File: config.mk
export PLATFORM = sky130hd
export DESIGN_NAME = nova_tohost_mailbox
export DESIGN_NICKNAME = d
export VERILOG_FILES = /design/src/rtl/nova_tohost_mailbox.sv
export SDC_FILE = /design/constraint.sdc
export NUM_CORES = 1
export LEC_CHECK = 0
export BUFFER_PORTS_ARGS = -buffer_cell sky130_fd_sc_hd__clkbuf_2
export CAP_MARGIN = 20
export CORE_MARGIN = 8
export CORE_UTILIZATION = 40
export DETAILED_ROUTE_END_ITERATION = 12
export GPL_ROUTABILITY_DRIVEN = 0
export PLACE_DENSITY_LB_ADDON = 0.3
export SETUP_SLACK_MARGIN = 0.3
export SKIP_LAST_GASP = 1
export SLEW_MARGIN = 0
export SYNTH_ARGS = -nofsm -noshare
export SYNTH_HDL_FRONTEND = slang
export SYNTH_SLANG_ARGS = --single-unit
File: constraint.sdc
create_clock -name clk_main_a0 -period 6.3 [get_ports clk_main_a0]
set_input_delay 0.63 -clock clk_main_a0 [delete_from_list [all_inputs] [get_ports clk_main_a0]]
set_output_delay 0.63 -clock clk_main_a0 [all_outputs]
set_load 0.02 [all_outputs]
File: src/rtl/nova_tohost_mailbox.sv
// nova_tohost_mailbox
//   AXI4-Lite responder on the BAR1 window that terminates host accesses to
//   the Nova core's to-host mailbox. It holds the 32-bit to-host register,
//   which the host and the core can both write, and a status register. It
//   also sequences the core reset release from virtual DIP bit 0.
//
//   Host flow: load the program into DDR, write 0xDEADBEEF to to-host, raise
//   vdip[0], then poll to-host until the core clears it to 0.
//
// Parameters
//   TOHOST_ADDR : byte address of to-host; status at +4 (from-host at +8)
//   RST_DELAY   : cycles core_rst stays asserted in COUNT (1..65535)
//
// Ports
//   clk_main_a0, rst_main          : clock, async active-high reset
//   s_aw*, s_w*, s_b*              : AXI4-Lite write address/data/response
//   s_ar*, s_r*                    : AXI4-Lite read address/data
//   vdip[15:0]                     : virtual DIP switches, bit 0 releases core
//   core_tohost_we/_wdata          : core full-word write of to-host
//   core_tohost                    : current to-host value
//   core_rst                       : active-high reset to the Nova core
//   core_fromhost, core_fromhost_clr : only with NOVA_MAILBOX_FROMHOST_EN
//
// Optional feature macro: NOVA_MAILBOX_FROMHOST_EN adds a from-host R/W
// register at TOHOST_ADDR+8. Without it, +8 decodes as unmapped.

module nova_tohost_mailbox #(
    parameter logic [31:0] TOHOST_ADDR = 32'h0008_C120,
    parameter int unsigned RST_DELAY   = 16
) (
    input  logic        clk_main_a0,
    input  logic        rst_main,
    input  logic [31:0] s_awaddr,
    input  logic        s_awvalid,
    output logic        s_awready,
    input  logic [31:0] s_wdata,
    input  logic [3:0]  s_wstrb,
    input  logic        s_wvalid,
    output logic        s_wready,
    output logic [1:0]  s_bresp,
    output logic        s_bvalid,
    input  logic        s_bready,
    input  logic [31:0] s_araddr,
    input  logic        s_arvalid,
    output logic        s_arready,
    output logic [31:0] s_rdata,
    output logic [1:0]  s_rresp,
    output logic        s_rvalid,
    input  logic        s_rready,
    input  logic [15:0] vdip,
    input  logic        core_tohost_we,
    input  logic [31:0] core_tohost_wdata,
    output logic [31:0] core_tohost,
`ifdef NOVA_MAILBOX_FROMHOST_EN
    output logic [31:0] core_fromhost,
    input  logic        core_fromhost_clr,
`endif
    output logic        core_rst
);

    localparam logic [0:0] W_IDLE  = 1'b0;
    localparam logic [0:0] W_RESP  = 1'b1;
    localparam logic [0:0] R_IDLE  = 1'b0;
    localparam logic [0:0] R_DATA  = 1'b1;
    localparam logic [1:0] S_HOLD  = 2'd0;
    localparam logic [1:0] S_COUNT = 2'd1;
    localparam logic [1:0] S_RUN   = 2'd2;

    localparam logic [29:0] A_TOHOST   = TOHOST_ADDR[31:2];
    localparam logic [29:0] A_STATUS   = A_TOHOST + 30'd1;
`ifdef NOVA_MAILBOX_FROMHOST_EN
    localparam logic [29:0] A_FROMHOST = A_TOHOST + 30'd2;
`endif
    localparam logic [15:0] CNT_LAST   = 16'(RST_DELAY - 1);

    // ------------------------------------------------------------------
    // State
    // ------------------------------------------------------------------
    logic        r_alive;
    logic [0:0]  r_wstate;
    logic        r_aw_held;
    logic        r_w_held;
    logic [29:0] r_awaddr;
    logic [31:0] r_wdata;
    logic [3:0]  r_wstrb;
    logic [1:0]  r_bresp;
    logic [0:0]  r_rstate;
    logic [31:0] r_rdata;
    logic [1:0]  r_rresp;
    logic [31:0] r_tohost;
    logic        r_coll;
    logic        r_vdip_s1;
    logic        r_vdip_s2;
    logic [1:0]  r_seq;
    logic [15:0] r_cnt;
`ifdef NOVA_MAILBOX_FROMHOST_EN
    logic [31:0] r_fromhost;
`endif

    logic        w_aw_hs;
    logic        w_w_hs;
    logic        w_aw_have;
    logic        w_w_have;
    logic [29:0] w_waddr;
    logic [31:0] w_wdata;
    logic [3:0]  w_wstrb;
    logic        w_commit;
    logic        w_wr_tohost;
    logic        w_wr_status;
    logic        w_wr_mapped;
    logic        w_core_rst;
    logic        w_core_we;
    logic [31:0] w_tohost_merged;
    logic [31:0] w_status;
    logic        w_ar_hs;
    logic [31:0] w_rdata_next;
    logic [1:0]  w_rresp_next;
`ifdef NOVA_MAILBOX_FROMHOST_EN
    logic        w_wr_fromhost;
    logic [31:0] w_fromhost_merged;
`endif
    logic        w_unused;

    assign w_unused = &{1'b0, s_awaddr[1:0], s_araddr[1:0], vdip[15:1]};

    // ------------------------------------------------------------------
    // Handshake outputs; readies stay low until the first clock after reset
    // ------------------------------------------------------------------
    assign s_awready = r_alive & (r_wstate == W_IDLE) & ~r_aw_held;
    assign s_wready  = r_alive & (r_wstate == W_IDLE) & ~r_w_held;
    assign s_bvalid  = (r_wstate == W_RESP);
    assign s_bresp   = r_bresp;
    assign s_arready = r_alive & (r_rstate == R_IDLE);
    assign s_rvalid  = (r_rstate == R_DATA);
    assign s_rdata   = r_rdata;
    assign s_rresp   = r_rresp;

    assign w_core_rst  = (r_seq != S_RUN);
    assign core_rst    = w_core_rst;
    assign core_tohost = r_tohost;
    assign w_core_we   = core_tohost_we & ~w_core_rst;
    assign w_status    = {30'd0, r_coll, w_core_rst};

    // ------------------------------------------------------------------
    // Write decode: the commit happens on the edge of the later handshake,
    // so the channel that completes now is taken straight from the bus.
    // ------------------------------------------------------------------
    assign w_aw_hs   = s_awvalid & s_awready;
    assign w_w_hs    = s_wvalid & s_wready;
    assign w_aw_have = r_aw_held | w_aw_hs;
    assign w_w_have  = r_w_held | w_w_hs;
    assign w_waddr   = r_aw_held ? r_awaddr : s_awaddr[31:2];
    assign w_wdata   = r_w_held ? r_wdata : s_wdata;
    assign w_wstrb   = r_w_held ? r_wstrb : s_wstrb;
    assign w_commit  = (r_wstate == W_IDLE) & w_aw_have & w_w_have;

    assign w_wr_tohost = w_commit & (w_waddr == A_TOHOST);
    assign w_wr_status = w_commit & (w_waddr == A_STATUS);
`ifdef NOVA_MAILBOX_FROMHOST_EN
    assign w_wr_fromhost = w_commit & (w_waddr == A_FROMHOST);
    assign w_wr_mapped   = w_wr_tohost | w_wr_status | w_wr_fromhost;
`else
    assign w_wr_mapped   = w_wr_tohost | w_wr_status;
`endif

    always_comb begin
        w_tohost_merged = r_tohost;
        for (int unsigned i = 0; i < 4; i++) begin
            if (w_wstrb[i]) w_tohost_merged[8*i +: 8] = w_wdata[8*i +: 8];
        end
    end

`ifdef NOVA_MAILBOX_FROMHOST_EN
    always_comb begin
        w_fromhost_merged = r_fromhost;
        for (int unsigned i = 0; i < 4; i++) begin
            if (w_wstrb[i]) w_fromhost_merged[8*i +: 8] = w_wdata[8*i +: 8];
        end
    end
`endif

    always_ff @(posedge clk_main_a0 or posedge rst_main) begin
        if (rst_main) r_alive <= 1'b0;
        else          r_alive <= 1'b1;
    end

    // ------------------------------------------------------------------
    // Write path FSM
    // ------------------------------------------------------------------
    always_ff @(posedge clk_main_a0 or posedge rst_main) begin
        if (rst_main) begin
            r_wstate  <= W_IDLE;
            r_aw_held <= 1'b0;
            r_w_held  <= 1'b0;
            r_awaddr  <= '0;
            r_wdata   <= '0;
            r_wstrb   <= '0;
            r_bresp   <= '0;
        end else begin
            case (r_wstate)
                W_IDLE: begin
                    if (w_commit) begin
                        r_wstate  <= W_RESP;
                        r_aw_held <= 1'b0;
                        r_w_held  <= 1'b0;
                        r_bresp   <= w_wr_mapped ? 2'b00 : 2'b10;
                    end else begin
                        if (w_aw_hs) begin
                            r_aw_held <= 1'b1;
                            r_awaddr  <= s_awaddr[31:2];
                        end
                        if (w_w_hs) begin
                            r_w_held <= 1'b1;
                            r_wdata  <= s_wdata;
                            r_wstrb  <= s_wstrb;
                        end
                    end
                end
                default: begin
                    if (s_bready) r_wstate <= W_IDLE;
                end
            endcase
        end
    end

    // ------------------------------------------------------------------
    // Registers; host write beats a same-cycle core write and flags it.
    // A new collision takes priority over a write-1-to-clear.
    // ------------------------------------------------------------------
    always_ff @(posedge clk_main_a0 or posedge rst_main) begin
        if (rst_main) begin
            r_tohost <= '0;
            r_coll   <= 1'b0;
        end else begin
            if (w_wr_tohost)    r_tohost <= w_tohost_merged;
            else if (w_core_we) r_tohost <= core_tohost_wdata;

            if (w_wr_tohost & w_core_we)                  r_coll <= 1'b1;
            else if (w_wr_status & w_wstrb[0] & w_wdata[1]) r_coll <= 1'b0;
        end
    end

`ifdef NOVA_MAILBOX_FROMHOST_EN
    assign core_fromhost = r_fromhost;

    always_ff @(posedge clk_main_a0 or posedge rst_main) begin
        if (rst_main)               r_fromhost <= '0;
        else if (w_wr_fromhost)     r_fromhost <= w_fromhost_merged;
        else if (core_fromhost_clr) r_fromhost <= '0;
    end
`endif

    // ------------------------------------------------------------------
    // Read path FSM; data sampled from the registers at the AR handshake
    // ------------------------------------------------------------------
    assign w_ar_hs = s_arvalid & s_arready;

    always_comb begin
        w_rdata_next = '0;
        w_rresp_next = 2'b10;
        if (s_araddr[31:2] == A_TOHOST) begin
            w_rdata_next = r_tohost;
            w_rresp_next = 2'b00;
        end else if (s_araddr[31:2] == A_STATUS) begin
            w_rdata_next = w_status;
            w_rresp_next = 2'b00;
        end
`ifdef NOVA_MAILBOX_FROMHOST_EN
        else if (s_araddr[31:2] == A_FROMHOST) begin
            w_rdata_next = r_fromhost;
            w_rresp_next = 2'b00;
        end
`endif
    end

    always_ff @(posedge clk_main_a0 or posedge rst_main) begin
        if (rst_main) begin
            r_rstate <= R_IDLE;
            r_rdata  <= '0;
            r_rresp  <= '0;
        end else begin
            case (r_rstate)
                R_IDLE: begin
                    if (w_ar_hs) begin
                        r_rstate <= R_DATA;
                        r_rdata  <= w_rdata_next;
                        r_rresp  <= w_rresp_next;
                    end
                end
                default: begin
                    if (s_rready) r_rstate <= R_IDLE;
                end
            endcase
        end
    end

    // ------------------------------------------------------------------
    // Core reset sequencer
    // ------------------------------------------------------------------
    always_ff @(posedge clk_main_a0 or posedge rst_main) begin
        if (rst_main) begin
            r_vdip_s1 <= 1'b0;
            r_vdip_s2 <= 1'b0;
            r_seq     <= S_HOLD;
            r_cnt     <= '0;
        end else begin
            r_vdip_s1 <= vdip[0];
            r_vdip_s2 <= r_vdip_s1;
            if (!r_vdip_s2) begin
                r_seq <= S_HOLD;
                r_cnt <= '0;
            end else begin
                case (r_seq)
                    S_HOLD: begin
                        r_seq <= S_COUNT;
                        r_cnt <= '0;
                    end
                    S_COUNT: begin
                        if (r_cnt == CNT_LAST) r_seq <= S_RUN;
                        else                   r_cnt <= r_cnt + 16'd1;
                    end
                    default: r_seq <= S_RUN;
                endcase
            end
        end
    end

endmodule

==> metrics.yaml, run 1 <==
floorplan:
  die_x_um: 159
  fp-row-count: 52
  start_util_pct: 40.4
  die-area_sq_mm: 0.0251
  die_h_um: 159
  ios: 230
  coreArea_sq_mm: 0.0201
clocking:
  cts_tree: "done"
  cts_hold_buffers: 0
  cts.sinks: 158
  cts_root_buffer: "clkbuf_16"
  ctsResizeCount: 0
  post-cts-setup-buffers: 0
  htreeDepth: 4
  clk_latency_ns: 0.43
  cts_buffers: 17
  clkTransAtPathRegs_ns: 0.07
  clockBufferDepth: 2
timing:
  worst_clock_skew_ns: 0.0186
  setup_tns_ns: 0
  period_share_pct: 45.1
  hold_ws_ns: 0.307
  period_needed_ns: 2.84
  timing.fmax_ghz: 0.352
  hold_viol_final: 0
  rsz0062_at_grt: "no"
  max_slew_margin_pct: 42.1
  tightestPinTransition_ns: 0.869
  setup_viol: 0
  maxSlewViolCount: 0
synth:
  ys_seq_area_share_pct: 48.6
  syn_area_sq_mm: 0.00813
  syn_inst: 727
  yosys_most_used_dff: "dfrtp_1"
  syn_avg_cell_area_sq_um: 11.2
  yosys_warnings: 0
  synthArstFlopShare_pct: 100
  synth.distinct_cells: 64
  synth-edff-count: 0
  synth-seq-cells: 158
final_layout:
  drive_gt1_share_pct: 34.2
  syn_to_final_growth_pct: 22.6
  final_nets: 1081
  final-instance-count-excl-fill: 1207
  final_common_cell: "clkbuf_2"
  final_cell_mix: "clkbuf_2 (208), dfrtp_1 (157), nand2_1 (106), mux2_1 (60), nor2_1 (52)"
  antennaDiodeCount: 0
detailed_routing:
  finalWirelength_um: 22000
  post-route-drc-count: 0
  first_iter_violations: 344
  first_pass_iters: 5
  via_per_inst: 5.15
  routedWlPerCell_um: 18.2
  antenna_left: 0
  via_count: 6211
global_routing:
  grt_max_degree: 90
  grt_pass1_vias: 6543
  grt_pass1_wl_um: 35800
  grt_remaining_overflow: 0
  antenna_found_initial: 1
  grt_usage_pct: 18.3
pwr:
  p_per_area_mw_per_mm2: 308
  peakVddDrop_v: 0.000176
  p_leak_nw: 5.02
setup_path:
  cp_data_arrival_time_ns: 3.18
  reg2reg_depth: 6
  endpoint_kind: "flop"
  crit_path_max_fanout: 34
  crit_path_start_kind: "flop"
  path_class: "reg2reg"
  critPathRequiredTime_ns: 6.64
place:
  portBuffers: 208
  dp_hpwl_um: 15100
  dp_cells: 1173
flow_run:
  drv_cap: 0
worst_hold_path:
  hold_path.class: "in2reg"
  hold_depth: 1
run_status:
  outcome: "complete, no violations"
-- logic make-up after synthesis --
| kind of cell | after synthesis | synth area share (%) |
|---|---|---|
| AND/OR/NAND/NOR | 263 | 16.6 |
| flip-flops | 158 | 48.6 |
| AO/OA/AOI/OAI | 131 | 15.4 |
| multiplexers | 105 | 13.9 |
| buffers and inverters | 58 | 4.17 |
| XOR/XNOR | 9 | 0.970 |
| other | 2 | 0.0924 |
| adder cells (fa/ha/maj) | 1 | 0.154 |
-- through the flow --
stage                     util [%]  area [sq um]  setup WS (ns)  power (mW)
after CTS                     49.5          9950           3.41        3.11
after global routing          49.6          9970           3.28        3.26
after detailed placement      46.6          9360           3.40        2.07
final                         49.6          9970           3.46        3.07
after floorplan                  -          8130           1.41        1.87
after global placement        46.5          9340           3.48        2.04
-- per-layer routing --
layer  global-route usage (%)  part of all wire, %
met2                     29.2                   48
met5                        0                0.055
met1                     24.4                   46
met4                     5.07                  1.2
met3                     4.23                  5.3
-- state kept, by name (all words and copies together), names as in the netlist --
| signal | cells |
|---|---|
| s_rresp | 1 |
| r_seq | 2 |
| r_wstrb | 4 |
| r_w_held | 1 |
| s_bresp | 1 |
| r_cnt | 16 |
| r_alive | 1 |
| s_rdata | 32 |
| r_vdip_s1 | 1 |
| r_aw_held | 1 |
| r_awaddr | 30 |
| r_coll | 1 |
| core_tohost | 32 |
| s_rvalid | 1 |
| r_wdata | 32 |
| s_bvalid | 1 |
| r_vdip_s2 | 1 |
-- layout make-up --
class | instances | area (sq um)
clock inverters | 15 | 163
flip-flops and latches | 158 | 3960
well taps | 270 | 338
fillers | 1859 | 10100
multi-input cells | 512 | 3870
repair buffers | 222 | 1160
clock buffers | 17 | 425
inverters | 13 | 53.8
-- synthesized netlist by cell type (all sizes together), types with 9 or more instances --
library cell | instances | share of area (%)
nor2 | 52 | 2.4
a22o | 30 | 3.2
o2bb2ai | 31 | 4.1
nor4 | 10 | 1.3
nand3 | 9 | 0.55
mux2 | 66 | 9.1
nand2 | 107 | 4.9
dfrtp | 158 | 49
a21oi | 9 | 0.55
clkbuf | 23 | 1.3
buf | 22 | 2.3
inv | 13 | 0.60
and2 | 37 | 2.8
o211ai | 35 | 5.1
mux2i | 39 | 4.8
o21ai | 11 | 0.68
-- path summary, 6_finish.rpt --
path | end | startpoint | slack, ns
worst min register to register | r_vdip_s2 | r_vdip_s1 | 0.36
max in group asynchronous | r_w_held | rst_main | 4.50
worst min-delay path | r_vdip_s1 | vdip[0] | 0.31
worst max register to register | r_coll | r_aw_held | 3.46
min in group asynchronous | s_rdata[6] | rst_main | 0.35
worst max-delay path | r_coll | r_aw_held | 3.46
-- critical path: stages, from the launching register on --
cell,delay (ns)
dfrtp_1,0.73
nor2_1,0.17
nor4_2,0.66
o211a_2,0.30
buf_4,0.49
nand3_1,0.18
o211ai_1,0.22
-- power by group --
| group | switching, mW | internal, mW |
|---|---|---|
| Sequential | 0.145 | 1.24 |
| Clock | 0.489 | 0.535 |
| Combinational | 0.343 | 0.325 |
| Total | 0.977 | 2.10 |
Power figures use the tool's default switching activity.
==> run 2, diff against run 1 <==
clock period = 2.4 ns   (was 6.3 ns; I/O delays follow)
==> metrics.yaml, run 2 (synthesis gave the netlist of run 1 again) <==
detailed_routing:
  first_iter_violations: 275  # -20%
  antenna_left: 0  # unchanged
  finalWirelength_um: 22500  # +2.2%
  routedWlPerCell_um: 18.3  # +0.41%
  via_per_inst: 5.14  # -0.11%
  first_pass_iters: 4  # -1
  post-route-drc-count: 0  # unchanged
  via_count: 6317  # +1.7%
timing:
  hold_viol_final: 0  # unchanged
  period_share_pct: 85.3  # +40 points
  setup_tns_ns: 0  # unchanged
  worst_clock_skew_ns: 0.0102  # -0.00837 ns
  tightestPinTransition_ns: 0.713  # -0.156 ns
  max_slew_margin_pct: 52.4  # +10 points
  maxSlewViolCount: 0  # unchanged
  timing.fmax_ghz: 0.489  # +39%
  fin_ws_ns: 0.353  # -3.10 ns
  hold_ws_ns: 0.0387  # -0.269 ns
  period_needed_ns: 2.05  # -0.796 ns
  setup_viol: 0  # unchanged
  rsz0062_at_grt: "yes"
clocking:
  cts_tree: "done"
  cts_root_buffer: "clkbuf_16"
  cts.sinks: 158  # unchanged
  post-cts-setup-buffers: 0  # unchanged
  clk_latency_ns: 0.42  # about the same
  htreeDepth: 4  # unchanged
  clkTransAtPathRegs_ns: 0.07  # about the same
  clockBufferDepth: 2  # unchanged
  cts_buffers: 17  # unchanged
flow_run:
  drv_cap: 0  # unchanged
floorplan:
  ios: 230  # unchanged
  die_h_um: 159  # unchanged
  start_util_pct: 40.4  # unchanged
  coreArea_sq_mm: 0.0201  # unchanged
  fp-row-count: 52  # unchanged
  die-area_sq_mm: 0.0251  # unchanged
  die_x_um: 159  # unchanged
pwr:
  p_per_area_mw_per_mm2: 804  # +160%
  peakVddDrop_v: 0.000532  # +200%
  finalPower_mw: 8.24  # +170%
  p_leak_nw: 5.16  # +2.7%
run_status:
  outcome: "complete, no violations"
setup_path:
  cp_data_arrival_time_ns: 2.41  # -0.77 ns
  crit_path_max_fanout: 15  # -56%
  rrSetupSlack_ns: 0.35  # -3.10 ns
  endpoint_kind: "flop"
  crit_path_start_kind: "flop"
  path_class: "reg2reg"
  critPathRequiredTime_ns: 2.77  # -3.87 ns
final_layout:
  final_core_util_pct: 51.0  # +1.4 points
  final_cell_mix: "clkbuf_2 (208), dfrtp_1 (157), nand2_1 (107), mux2_1 (60), nor2_1 (52)"
  final-instance-count-excl-fill: 1229  # +1.8%
  stdcell_area_sq_mm: 0.0102  # +2.8%
  syn_to_final_growth_pct: 26.1
  drive_gt1_share_pct: 35.2  # +1.0 points
  nFillCells: 1854  # -0.27%
  final_common_cell: "clkbuf_2"
  final_nets: 1102  # +1.9%
place:
  dpl_cell_area_sq_mm: 0.00958  # +2.3%
  pre_cts_ws_ns: 0.311  # -3.09 ns
  portBuffers: 208  # unchanged
  dp_hpwl_um: 16100  # +6.8%
  dp_cells: 1192  # +1.6%
worst_hold_path:
  hold_path.class: "in2reg"
global_routing:
  grt_pass1_wl_um: 35600  # -0.52%
  grt_pass1_vias: 6629  # +1.3%
  grt_usage_pct: 18.2  # -0.055 points
  grt_max_degree: 34  # -62%
  grt_remaining_overflow: 0  # unchanged
  antenna_found_initial: 2  # +1
==> run 2: cell type report <==
| type | instances | area [sq um] | area share (%) |
|---|---|---|---|
| Sequential cell | 158 | 3960 | 38.6 |
| Multi-Input combinational cell | 512 | 3870 | 37.8 |
| Timing Repair Buffer | 243 | 1430 | 14.0 |
| Clock buffer | 17 | 425 | 4.15 |
| Tap cell | 270 | 338 | 3.30 |
| Clock inverter | 15 | 174 | 1.70 |
| Inverter | 13 | 52.6 | 0.513 |
| Antenna cell | 1 | 2.50 | 0.0244 |
==> run 2: timing repair <==
action | 4_1_cts | 5_1_grt
pin swaps | 1 | 1
hold endpoints to repair | 19 | 0
cloned | 0 | 1
hold buffers | 3 | 0
setup endpoints to repair | 3 | 33
gates resized for setup | 0 | 4
==> run 2: worst paths after layout <==
check / from / cells after the start / endpoint
worst max-delay path: r_awaddr[25] / 6 / core_tohost[28]
worst min-delay path: s_awaddr[29] / 2 / r_awaddr[27]
worst max register to register: r_awaddr[25] / 6 / core_tohost[28]
worst min register to register: r_vdip_s1 / 0 / r_vdip_s2
max in group asynchronous: rst_main / 4 / r_awaddr[5]
min in group asynchronous: rst_main / 3 / r_awaddr[1]
==> run 2: metal layers <==
layer / part of all wire [%] / wire length, um / up-vias / GRT usage [%]
met4: 1.3 / 294 / 4 / 5.21
met3: 6.0 / 1340 / 23 / 4.97
li1: - / - / 3045 / -
met2: 48 / 10800 / 145 / 29.9
met5: 0.080 / 18 / - / 0
met1: 45 / 10000 / 3100 / 23.1
==> run 2: where the power goes <==
part	total [mW]	leakage (nW)	switching, mW	internal, mW
clock network	2.80	0.294	1.23	1.57
logic	1.84	2.81	0.948	0.897
registers	3.59	2.05	0.347	3.25
total	8.24	5.16	2.52	5.72
==> run 2: worst max-delay path, stage by stage, from the launching register on <==
cell       delay [ns]
dfrtp_1          0.38
or4_4            0.55
nor4b_4          0.38
o221a_4          0.30
clkbuf_16        0.22
o211ai_2         0.09
nand2_1          0.06
==> run 3, diff against run 2 <==
RECOVER_POWER = 50   (was not set)
==> metrics.yaml, run 3 (synthesis gave the netlist of run 1 again) <==
final_layout:
  ff_latch_area_sq_mm: 0.00396  # unchanged
  final_nets: 1102  # unchanged
  syn_to_final_growth_pct: 24.9
  drive_gt1_share_pct: 31.6  # -3.5 points
  final_cell_mix: "clkbuf_2 (180), dfrtp_1 (157), nand2_1 (107), mux2_1 (60), nor2_1 (52)"
  final_common_cell: "clkbuf_2"
  nFillCells: 1873  # +1.0%
  multiInputGateArea_sq_mm: 0.00387  # unchanged
  final-instance-count-excl-fill: 1229  # unchanged
  stdcell_area_sq_mm: 0.0102  # -0.95%
clocking:
  htreeDepth: 4  # unchanged
  cts.sinks: 158  # unchanged
  clockBufferDepth: 2  # unchanged
  clk_latency_ns: 0.43  # about the same
  cts_root_buffer: "clkbuf_16"
  clkTransAtPathRegs_ns: 0.07  # about the same
  cts_tree: "done"
  cts_buffers: 17  # unchanged
pwr:
  p_clk_share_pct: 34.0  # about the same
  p_int_mw: 5.71  # -0.18%
  power.switching_mw: 2.52  # -0.21%
  p_leak_nw: 5.03  # -2.6%
  p_seq_share_pct: 43.7  # about the same
  p_sw_share_pct: 30.6  # about the same
  comb_power_share_pct: 22.3  # about the same
  p_per_area_mw_per_mm2: 810  # +0.77%
  peakVddDrop_v: 0.000531  # about the same
detailed_routing:
  antenna_left: 0  # unchanged
  via_count: 6304  # -0.21%
  via_per_inst: 5.13  # -0.21%
  routedWlPerCell_um: 18.3  # -0.19%
  first_pass_iters: 4  # unchanged
  post-route-drc-count: 0  # unchanged
  finalWirelength_um: 22500  # -0.19%
  first_iter_violations: 312  # +13%
setup_path:
  crit_path_start_kind: "flop"
  path_class: "reg2reg"
  critPathRequiredTime_ns: 2.77  # about the same
  endpoint_kind: "flop"
  cp_data_arrival_time_ns: 2.41  # about the same
  crit_path_max_fanout: 15  # unchanged
floorplan:
  coreArea_sq_mm: 0.0201  # unchanged
  die-area_sq_mm: 0.0251  # unchanged
  start_util_pct: 40.4  # unchanged
  die_h_um: 159  # unchanged
  die_x_um: 159  # unchanged
  ios: 230  # unchanged
  fp-row-count: 52  # unchanged
flow_run:
  drv_cap: 0  # unchanged
global_routing:
  antenna_found_initial: 2  # unchanged
  grt_remaining_overflow: 0  # unchanged
  grt_pass1_vias: 6629  # unchanged
  grt_usage_pct: 18.2  # unchanged
  grt_max_degree: 34  # unchanged
  grt_pass1_wl_um: 35600  # unchanged
timing:
  rsz0062_at_grt: "yes"
  period_share_pct: 85.2  # -0.13 points
  period_needed_ns: 2.04  # -0.00302 ns
  hold_viol_final: 0  # unchanged
  setup_viol: 0  # unchanged
  tightestPinTransition_ns: 1.25  # +0.536 ns
  maxSlewViolCount: 0  # unchanged
  max_slew_margin_pct: 16.3  # -36 points
  timing.fmax_ghz: 0.489  # +0.15%
  setup_tns_ns: 0  # unchanged
  worst_clock_skew_ns: 0.0105  # +0.000265 ns
place:
  portBuffers: 208  # unchanged
  dpl_cell_area_sq_mm: 0.00958  # unchanged
  dp_hpwl_um: 16100  # unchanged
  dp_cells: 1192  # unchanged
worst_hold_path:
  hold_path.class: "in2reg"
run_status:
  outcome: "complete, no violations"
==> run 3: layer usage <==
| layer | part of all wire, % | vias up | global-route usage [%] |
|---|---|---|---|
| li1 | - | 3042 | - |
| met1 | 45 | 3100 | 23.1 |
| met2 | 48 | 135 | 29.9 |
| met3 | 5.5 | 23 | 4.97 |
| met4 | 1.3 | 4 | 5.21 |
| met5 | 0.10 | - | 0 |
==> run 3: repair_timing <==
item,in CTS,in global routing
buffers inserted,0,0
cloned,0,1
pin swaps,1,1
endpoints found under the hold margin,19,0
hold buffers,3,0
endpoints found under the setup margin,3,33
gates resized for setup,0,4
==> run 3: path summary, 6_finish.rpt <==
path / from / end / slack, ns / depth (start not counted)
max: r_awaddr[25] / core_tohost[29] / 0.36 / 6
min: s_awaddr[29] / r_awaddr[27] / 0.04 / 2
max reg2reg: r_awaddr[25] / core_tohost[29] / 0.36 / 6
min reg2reg: r_vdip_s1 / r_vdip_s2 / 0.35 / 0
max in group asynchronous: rst_main / r_wdata[6] / 0.49 / 4
min in group asynchronous: rst_main / r_awaddr[1] / 0.61 / 3
==> run 3: stage by stage <==
stage / power [mW] / hold WS, ns / util, % / worst slack, ns
after detailed placement: 5.52 / 0.335 / 47.6 / 0.311
after global routing: 8.70 / 0.0209 / 50.5 / 0.178
after global placement: 5.43 / 0.334 / 47.6 / 0.342
after floorplan: 4.90 / 0.271 / - / 0.159
final: 8.22 / 0.0385 / 50.5 / 0.356
after CTS: 8.34 / 0.0214 / 50.8 / 0.342
==> run 3: final cells by class <==
cell class	count	share of cell area, %
flip-flops and latches	158	39.0
inverters	13	0.493
clock inverters	15	1.71
clock buffers	17	4.19
repair buffers	243	13.2
diodes	1	0.0247
well taps	270	3.33
multi-input cells	512	38.1
==> run 3: power groups by stage <==
| stage | clock, mW | combinational (mW) | sequential (mW) |
|---|---|---|---|
| floorplan | 0 | 1.36 | 3.53 |
| global placement | 0 | 1.83 | 3.60 |
| detailed placement | 0 | 1.88 | 3.64 |
| CTS | 2.87 | 1.89 | 3.59 |
| global route | 2.99 | 2.04 | 3.67 |
| finish | 2.80 | 1.83 | 3.59 |
==> run 3: worst max-delay path: stages, from the launching register on <==
cell and delay [ns]:
dfrtp_1 0.38, or4_4 0.55, nor4b_4 0.38, o221a_4 0.30, clkbuf_16 0.22, o211ai_2 0.09
nand2_1 0.06
